## src/rtl/jb_tdd_seq_pkg.sv

```systemverilog
// -----------------------------------------------------------------------------
// jb_tdd_seq_pkg
//
// Purpose:
//     Shared definitions for the TDD antenna-switch sequencer slice: the
//     sequencer state encoding, default parameter values, the bit positions
//     inside the pa_lna_en register field, and small state-classification
//     helpers used by the top level.
//
// Contents:
//     NUM_LANES_DEF   default number of PA/LNA lanes
//     DLY_W_DEF       default width of the guard delay / guard counter
//     PA_LNA_PA_BIT   pa_lna_en bit holding the global PA enable
//     PA_LNA_LNA_BIT  pa_lna_en bit holding the global LNA enable
//     seq_state_e     sequencer state encoding
//     is_timed_state  1 for the states that run the guard timer
//     is_busy_state   1 for every state other than the two ON states
// -----------------------------------------------------------------------------
package jb_tdd_seq_pkg;

    localparam int NUM_LANES_DEF  = 8;
    localparam int DLY_W_DEF      = 16;

    localparam int PA_LNA_PA_BIT  = 0;
    localparam int PA_LNA_LNA_BIT = 1;

    typedef enum logic [2:0] {
        RX_ON    = 3'd0,
        RX_GUARD = 3'd1,
        TX_SW    = 3'd2,
        TX_ON    = 3'd3,
        TX_GUARD = 3'd4,
        RX_SW    = 3'd5,
        SAFE     = 3'd6
    } seq_state_e;

    // The four break-before-make wait states; each one lasts exactly
    // max(ant_switch_delay, 1) cycles and is paced by the guard timer.
    function automatic logic is_timed_state(input seq_state_e s);
        return (s == RX_GUARD) || (s == TX_SW) ||
               (s == TX_GUARD) || (s == RX_SW);
    endfunction

    // SAFE is not timed but still counts as busy: nothing is radiating or
    // receiving, and software should treat the front end as unavailable.
    function automatic logic is_busy_state(input seq_state_e s);
        return (s != RX_ON) && (s != TX_ON);
    endfunction

endpackage

```

## src/rtl/jb_guard_timer.sv

```systemverilog
// -----------------------------------------------------------------------------
// jb_guard_timer
//
// Purpose:
//     Down-counter that paces the break-before-make guard states. On load it
//     captures max(load_val, 1) so a programmed delay of zero still yields a
//     one-cycle guard. It then counts down once per cycle; done is high for
//     the single cycle in which the count equals 1, which is the last cycle
//     of the guard state that owns the timer.
//
// Ports:
//     clk       in   system clock
//     rst_n     in   synchronous active-low reset; reset loads the counter
//     load      in   capture a fresh guard time this cycle
//     load_val  in   guard time in clk cycles (0 treated as 1)
//     done      out  count has reached 1 (final cycle of the guard)
// -----------------------------------------------------------------------------
module jb_guard_timer #(
    parameter int DLY_W = 16
) (
    input  logic             clk,
    input  logic             rst_n,
    input  logic             load,
    input  logic [DLY_W-1:0] load_val,
    output logic             done
);

    logic [DLY_W-1:0] count_q;
    logic [DLY_W-1:0] count_d;
    logic [DLY_W-1:0] load_clamped;

    // Zero-to-one clamp so that every guard state lasts at least one cycle
    // and the sequencer can never skip a break-before-make step.
    always_comb begin
        load_clamped = load_val;
        if (load_val == '0) begin
            load_clamped = DLY_W'(1);
        end
    end

    // Load has priority over counting. Once the count has reached zero it
    // parks there until the next load, so done cannot fire a second time.
    always_comb begin
        count_d = count_q;
        if (load) begin
            count_d = load_clamped;
        end else if (count_q != '0) begin
            count_d = count_q - DLY_W'(1);
        end
    end

    // Reset loads the counter because the sequencer leaves reset directly
    // in a guard state that needs a full guard time.
    always_ff @(posedge clk) begin
        if (!rst_n) begin
            count_q <= load_clamped;
        end else begin
            count_q <= count_d;
        end
    end

    always_comb begin
        done = (count_q == DLY_W'(1));
    end

endmodule

```

## src/rtl/jb_tdd_ant_sw_seq.sv

```systemverilog
// -----------------------------------------------------------------------------
// jb_tdd_ant_sw_seq
//
// Purpose:
//     TDD RF front-end sequencer. Follows the live TDD slot strobe and walks
//     the antenna T/R switch, the PA enables and the LNA enables through a
//     break-before-make sequence so that the PA is never on while the switch
//     is moving or while any LNA is live. A register-driven override forces
//     a safe state, and per-lane PA power-good loss latches a sticky fault
//     that keeps that lane's PA masked until software clears it.
//
// Ports:
//     clk                 in   system clock
//     rst_n               in   synchronous active-low reset
//     tdd_tx              in   TDD slot: 1 = TX slot, 0 = RX slot
//     tdd_ctrl_pa         in   per-lane TDD participation mask
//     pa_lna_en           in   bit0 global PA enable, bit1 global LNA enable
//     ant_switch_delay    in   guard time in clk cycles (0 behaves as 1)
//     rf_switch_override  in   force the safe state
//     tx_ant_cal_en       in   switch position while overridden
//     pa_v_pgood          in   PA supply power-good per lane
//     fault_clr           in   single-cycle clear of pa_fault
//     pa_en               out  PA enable per lane
//     lna_en              out  LNA enable per lane
//     ant_sw_tx           out  antenna switch, 1 = TX path
//     seq_busy            out  sequencer is in a guard state or SAFE
//     pa_fault            out  sticky per-lane power-good fault
// -----------------------------------------------------------------------------
module jb_tdd_ant_sw_seq
    import jb_tdd_seq_pkg::*;
#(
    parameter int NUM_LANES = NUM_LANES_DEF,
    parameter int DLY_W     = DLY_W_DEF
) (
    input  logic                 clk,
    input  logic                 rst_n,
    input  logic                 tdd_tx,
    input  logic [NUM_LANES-1:0] tdd_ctrl_pa,
    input  logic [1:0]           pa_lna_en,
    input  logic [DLY_W-1:0]     ant_switch_delay,
    input  logic                 rf_switch_override,
    input  logic                 tx_ant_cal_en,
    input  logic [NUM_LANES-1:0] pa_v_pgood,
    input  logic                 fault_clr,
    output logic [NUM_LANES-1:0] pa_en,
    output logic [NUM_LANES-1:0] lna_en,
    output logic                 ant_sw_tx,
    output logic                 seq_busy,
    output logic [NUM_LANES-1:0] pa_fault
);

    seq_state_e           state_q;
    seq_state_e           state_d;

    logic [NUM_LANES-1:0] pa_en_q;
    logic [NUM_LANES-1:0] pa_en_d;
    logic [NUM_LANES-1:0] lna_en_q;
    logic [NUM_LANES-1:0] lna_en_d;
    logic                 ant_sw_tx_q;
    logic                 ant_sw_tx_d;
    logic                 seq_busy_q;
    logic                 seq_busy_d;
    logic [NUM_LANES-1:0] pa_fault_q;
    logic [NUM_LANES-1:0] pa_fault_d;

    logic [NUM_LANES-1:0] fault_set;
    logic [NUM_LANES-1:0] pa_gate;
    logic [NUM_LANES-1:0] lna_gate;
    logic                 timer_load;
    logic                 timer_done;

    // The guard timer is reloaded exactly when the FSM moves into a timed
    // state, so ant_switch_delay is only sampled at that moment and a
    // mid-guard change waits for the next guard.
    always_comb begin
        timer_load = (state_d != state_q) && is_timed_state(state_d);
    end

    jb_guard_timer #(
        .DLY_W (DLY_W)
    ) u_guard_timer (
        .clk      (clk),
        .rst_n    (rst_n),
        .load     (timer_load),
        .load_val (ant_switch_delay),
        .done     (timer_done)
    );

    // Next-state logic. Override beats everything, from any state. Guard
    // states only ever advance forward when their timer finishes, so a
    // tdd_tx toggle during a guard never aborts the sequence; the ON states
    // are the only places where tdd_tx is looked at. Leaving SAFE always
    // goes through a fresh RX_SW guard so TX_ON can never be entered
    // straight out of an override.
    always_comb begin
        state_d = state_q;
        if (rf_switch_override) begin
            state_d = SAFE;
        end else begin
            case (state_q)
                RX_ON: begin
                    if (tdd_tx) begin
                        state_d = RX_GUARD;
                    end
                end
                RX_GUARD: begin
                    if (timer_done) begin
                        state_d = TX_SW;
                    end
                end
                TX_SW: begin
                    if (timer_done) begin
                        state_d = TX_ON;
                    end
                end
                TX_ON: begin
                    if (!tdd_tx) begin
                        state_d = TX_GUARD;
                    end
                end
                TX_GUARD: begin
                    if (timer_done) begin
                        state_d = RX_SW;
                    end
                end
                RX_SW: begin
                    if (timer_done) begin
                        state_d = RX_ON;
                    end
                end
                SAFE: begin
                    state_d = RX_SW;
                end
                default: begin
                    state_d = SAFE;
                end
            endcase
        end
    end

    // Sticky power-good fault. A lane faults only if its PA was actually
    // enabled when pgood dropped (pa_en_q is non-zero only in TX_ON). A new
    // fault in the same cycle as fault_clr survives the clear.
    always_comb begin
        fault_set  = pa_en_q & ~pa_v_pgood;
        pa_fault_d = fault_set | (fault_clr ? '0 : pa_fault_q);
    end

    // Lane masks for the ON states. The PA mask uses the next fault value so
    // a lane drops out in the same cycle its fault is latched and comes back
    // in the same cycle its fault is cleared (provided pgood is good again).
    always_comb begin
        pa_gate  = tdd_ctrl_pa & pa_v_pgood & ~pa_fault_d &
                   {NUM_LANES{pa_lna_en[PA_LNA_PA_BIT]}};
        lna_gate = tdd_ctrl_pa & {NUM_LANES{pa_lna_en[PA_LNA_LNA_BIT]}};
    end

    // Output decode from the next state, so that the registered outputs
    // change on the same edge as the state register. Each state drives at
    // most one of the PA / LNA groups, and the switch is only ever moved in
    // states where both groups are off.
    always_comb begin
        pa_en_d     = '0;
        lna_en_d    = '0;
        ant_sw_tx_d = 1'b0;
        case (state_d)
            RX_ON: begin
                lna_en_d = lna_gate;
            end
            RX_GUARD, RX_SW: begin
                ant_sw_tx_d = 1'b0;
            end
            TX_SW, TX_GUARD: begin
                ant_sw_tx_d = 1'b1;
            end
            TX_ON: begin
                ant_sw_tx_d = 1'b1;
                pa_en_d     = pa_gate;
            end
            SAFE: begin
                ant_sw_tx_d = tx_ant_cal_en;
            end
            default: begin
                ant_sw_tx_d = 1'b0;
            end
        endcase
        seq_busy_d = is_busy_state(state_d);
    end

    // State and output registers. Reset parks the sequencer in RX_SW with
    // the guard timer loaded, so the LNAs come up only after one full guard
    // time following reset release.
    always_ff @(posedge clk) begin
        if (!rst_n) begin
            state_q     <= RX_SW;
            pa_en_q     <= '0;
            lna_en_q    <= '0;
            ant_sw_tx_q <= 1'b0;
            seq_busy_q  <= 1'b1;
            pa_fault_q  <= '0;
        end else begin
            state_q     <= state_d;
            pa_en_q     <= pa_en_d;
            lna_en_q    <= lna_en_d;
            ant_sw_tx_q <= ant_sw_tx_d;
            seq_busy_q  <= seq_busy_d;
            pa_fault_q  <= pa_fault_d;
        end
    end

    always_comb begin
        pa_en     = pa_en_q;
        lna_en    = lna_en_q;
        ant_sw_tx = ant_sw_tx_q;
        seq_busy  = seq_busy_q;
        pa_fault  = pa_fault_q;
    end

    // Front-end safety invariants: PA and LNA groups are mutually exclusive,
    // the PA is off in any cycle that follows a switch movement, and the PA
    // is never enabled while the sequencer reports busy.
    a_pa_lna_exclusive : assert property (
        @(posedge clk) disable iff (!rst_n)
        (pa_en_q == '0) || (lna_en_q == '0)
    );

    a_no_switch_under_pa : assert property (
        @(posedge clk) disable iff (!rst_n)
        (ant_sw_tx_q != $past(ant_sw_tx_q)) |-> (pa_en_q == '0)
    );

    a_no_pa_while_busy : assert property (
        @(posedge clk) disable iff (!rst_n)
        seq_busy_q |-> (pa_en_q == '0)
    );

endmodule
```

## config.mk

```make
export PLATFORM = sky130hd
export DESIGN_NAME = jb_tdd_ant_sw_seq
export DESIGN_NICKNAME = d
export VERILOG_FILES = /design/src/rtl/jb_tdd_seq_pkg.sv /design/src/rtl/jb_guard_timer.sv /design/src/rtl/jb_tdd_ant_sw_seq.sv
export SDC_FILE = /design/constraint.sdc
export NUM_CORES = 1
export LEC_CHECK = 0
export ABC_CLOCK_PERIOD_IN_PS = 3000
export BUFFER_PORTS_ARGS = -buffer_cell sky130_fd_sc_hd__clkbuf_2
export CORE_MARGIN = 2
export CORE_UTILIZATION = 52
export CTS_CLUSTER_DIAMETER = 40
export DETAILED_ROUTE_END_ITERATION = 10
export GPL_ROUTABILITY_DRIVEN = 0
export HOLD_SLACK_MARGIN = 0.15
export PLACE_DENSITY = 0.86
export SLEW_MARGIN = 20
export SYNTH_ARGS = -nofsm -noshare
export SYNTH_HDL_FRONTEND = slang
export SYNTH_SLANG_ARGS = --single-unit
export TNS_END_PERCENT = 100
```

## constraint.sdc

```tcl
create_clock -name clk -period 3 [get_ports clk]
set_clock_uncertainty 0.15 [all_clocks]
set_input_delay 0.3 -clock clk [delete_from_list [all_inputs] [get_ports clk]]
set_output_delay 0.3 -clock clk [all_outputs]
set_load 0.05 [all_outputs]
```

==> flow_metrics.tcl <==
set metrics [dict create \
    wl_mm 5.79 \
    cts_tree "yes" \
    path_cells "inv_1, ha_1, nor3b_1, and4_4, nor3_1, o31ai_4, buf_4, mux2_2" \
    dieArea_mm2 0.00502 \
    cts.sinks 45 \
    use_met2 0.450 \
    fin_util 0.677 \
    syn_avg_cell_area_um2 10.4 \
    critPathLaunchType "register" \
    crit_arrival_ps 2620 \
    finalMaxSlewViolations 0 \
    drtIter0Drc 82 \
    cp-startpoint "u_guard_timer.count_q[1]" \
    ant_nets 0 \
    synthArstFlopShare 0 \
    via_per_inst 5.62 \
    drt-wirelength-per-cell_um 16.2 \
    synth_top_area_cell "dfxtp_1" \
    top_usage_layer "met2" \
    grt_max_degree 17 \
    antenna_found_initial 0 \
    ys_top_cells_by_count "dfxtp_1, nand2b_1, edfxtp_1, mux2_2, nand2_1" \
    ys_ff_latch 45 \
    final-seq-area_mm2 0.00106 \
    clock.fmax_mhz 370 \
    setup_tns_ps 0 \
    core_mm2 0.00432 \
    min_period_ps 2700 \
    worstSkewPairLatency_ps 310 \
    synthTopCellsByArea "dfxtp_1, edfxtp_1, mux2_2" \
    p_clk_frac 0.303 \
    cp_max_fo 12 \
    io_pins 66 \
    maxSlewHeadroom 0.540 \
    n_antenna_cell 0 \
    synth_cell_type_count 47 \
    cts_buffers 5 \
    clock-root-buffer "clkbuf_8" \
    dp_hpwl_mm 3.80 \
    crit_type "reg2reg" \
    crit_end "u_guard_timer.count_q[9]" \
    hold_violations 0 \
    rsz0062_at_grt "false" \
    yosysTopAreaCellShare 0.250 \
    cpPeakStageDelay_ps 440 \
    drc 0 \
    synth_cells 223 \
    fin_crit_sh 0.901 \
    maxCapViolations 0 \
    p_int_mw 0.952 \
    p_sw_frac 0.285 \
    endpoint_kind "register" \
    track_usage 0.237 \
    firstDrtPassIters 5 \
    start_util 0.537 \
    synth_edf_count 16 \
    reg2reg_from "u_guard_timer.count_q[1]" \
    worst_pin_slew_ps 686 \
    multi_input_area_mm2 0.00117 \
    synth_most_common_cell "dfxtp_1" \
    vdd_drop_max_mv 0.468 \
    grt_pass1_wl_mm 9.31 \
    synth_nets 265 \
    clockBufferDepth 2 \
    area_growth_pct 26.0 \
    status "finished clean" \
    nets 347 \
    htree_levels 2 \
    drive_above_1_share 0.363 \
    p_leak_nw 1.23 \
    reg2reg_slack_ps 300 \
    met3_usage 0.0413 \
    grt-ovfl-total 0 \
    hold_slack_ps 161 \
    first_global_vias 2018 \
    rows 24 \
    yosys_warnings 0 \
    port_buffers 65 \
    finalSetupViolations 0 \
    syn-cell-area_mm2 0.00232 \
    die_h_um 70.8 \
    nFillCells 327 \
    via_count 2012 \
    power_density_mw_per_mm2 454 \
    clk_pin_slew_ps 100 \
    die_w_um 70.8 \
    hp-class "in2reg" \
    regToRegEndpoint "u_guard_timer.count_q[9]" \
    p_comb_frac 0.154 \
    reg2reg_depth 8 \
    slowest_stage "edfxtp_1" \
    ctsResizeCount 0 \
    switching_power_mw 0.378 \
    power_frac_seq 0.543 \
    cts_setup_buffers 0 \
    ys_seq_area_frac 0.457 \
    crit_required_ps 2910 \
    synthFlopType "dfxtp_1" \
    met1_usage 0.262 \
]
==> cell type report <==
cell class / count / area share
Multi-Input combinational cell: 159 / 0.400
Sequential cell: 45 / 0.363
Timing Repair Buffer: 82 / 0.168
Clock buffer: 5 / 0.0235
Tap cell: 52 / 0.0222
Inverter: 12 / 0.0154
Clock inverter: 3 / 0.00812
==> worst min-delay path by stage <==
stage	startpoint	endpoint	slack, ps	depth (start not counted)
3_5_place_dp	pa_en[5]	pa_fault[5]	320	2
4_1_cts	ant_switch_delay[2]	u_guard_timer.count_q[2]	160	2
3_3_place_gp	pa_en[5]	pa_fault[5]	320	2
6_report	ant_switch_delay[4]	u_guard_timer.count_q[4]	160	2
2_1_floorplan	tdd_ctrl_pa[0]	lna_en[0]	270	2
5_1_grt	ant_switch_delay[4]	u_guard_timer.count_q[4]	170	2
==> critical path, delay by kind of cell (launching register included) <==
kind | cells | cell delay (ps)
buffers and inverters | 2 | 400
DFF | 1 | 440
and+or+nand+nor | 3 | 640
AOI/OAI and AO/OA | 1 | 320
muxes | 1 | 360
adders and majority gates | 1 | 140
==> sequential cells by signal, summed over array words and instances (netlist names) <==
signal,count
ant_sw_tx,1
u_guard_timer.count_q,16
lna_en,8
pa_fault,8
seq_busy,1
state_q,3
pa_en,8
==> cells in the final DEF, fill, tap and decap left out, types with 5 or more instances in the layout <==
master and instances:
a21boi_0 8, clkbuf_2 65, clkbuf_8 5, dfxtp_1 29, dlygate4sd3_1 16, edfxtp_1 16, inv_1 12, mux2_2 15
nand2_1 14, nand2b_1 22, nand3_1 10, nor2_1 12, nor3_1 13, nor3_2 7, xor2_1 8
==> metal layers <==
metal / part of all wire / wire, um / up-vias
met1: 0.41 / 2390 / 947
met4: 0.022 / 129 / 0
met2: 0.52 / 2990 / 86
li1: - / - / 965
met5: 0 / 0 / -
met3: 0.048 / 276 / 14
==> what timing repair did <==
action                     in CTS  in global routing
hold buffers                   16                  0
hold endpoints to repair       21                  0
setup endpoints to repair       0                  0
==> power groups by stage <==
stage,logic [mW],registers (mW),clock network [mW]
2_1_floorplan,0.131,0.725,0
3_3_place_gp,0.179,0.731,0
3_5_place_dp,0.182,0.736,0
4_1_cts,0.202,0.721,0.404
5_1_grt,0.225,0.728,0.425
6_report,0.205,0.722,0.403
==> metrics by stage <==
stage	worst slack (ps)	total power [mW]	cells	area, um^2
after global routing	169	1.38	358	2930
after detailed placement	337	0.918	334	2670
after global placement	439	0.910	334	2670
after CTS	312	1.33	358	2920
final	296	1.33	358	2930
after floorplan	534	0.856	223	2320
==> logic make-up after synthesis <==
kind of cell | share of synthesized area
flops | 0.457
compound gates | 0.0948
fa+ha+maj | 0.0108
xor+xnor | 0.0452
buf+inv | 0.0420
simple gates | 0.265
mux | 0.0856
Note: power is estimated with default switching activity, not from simulation.
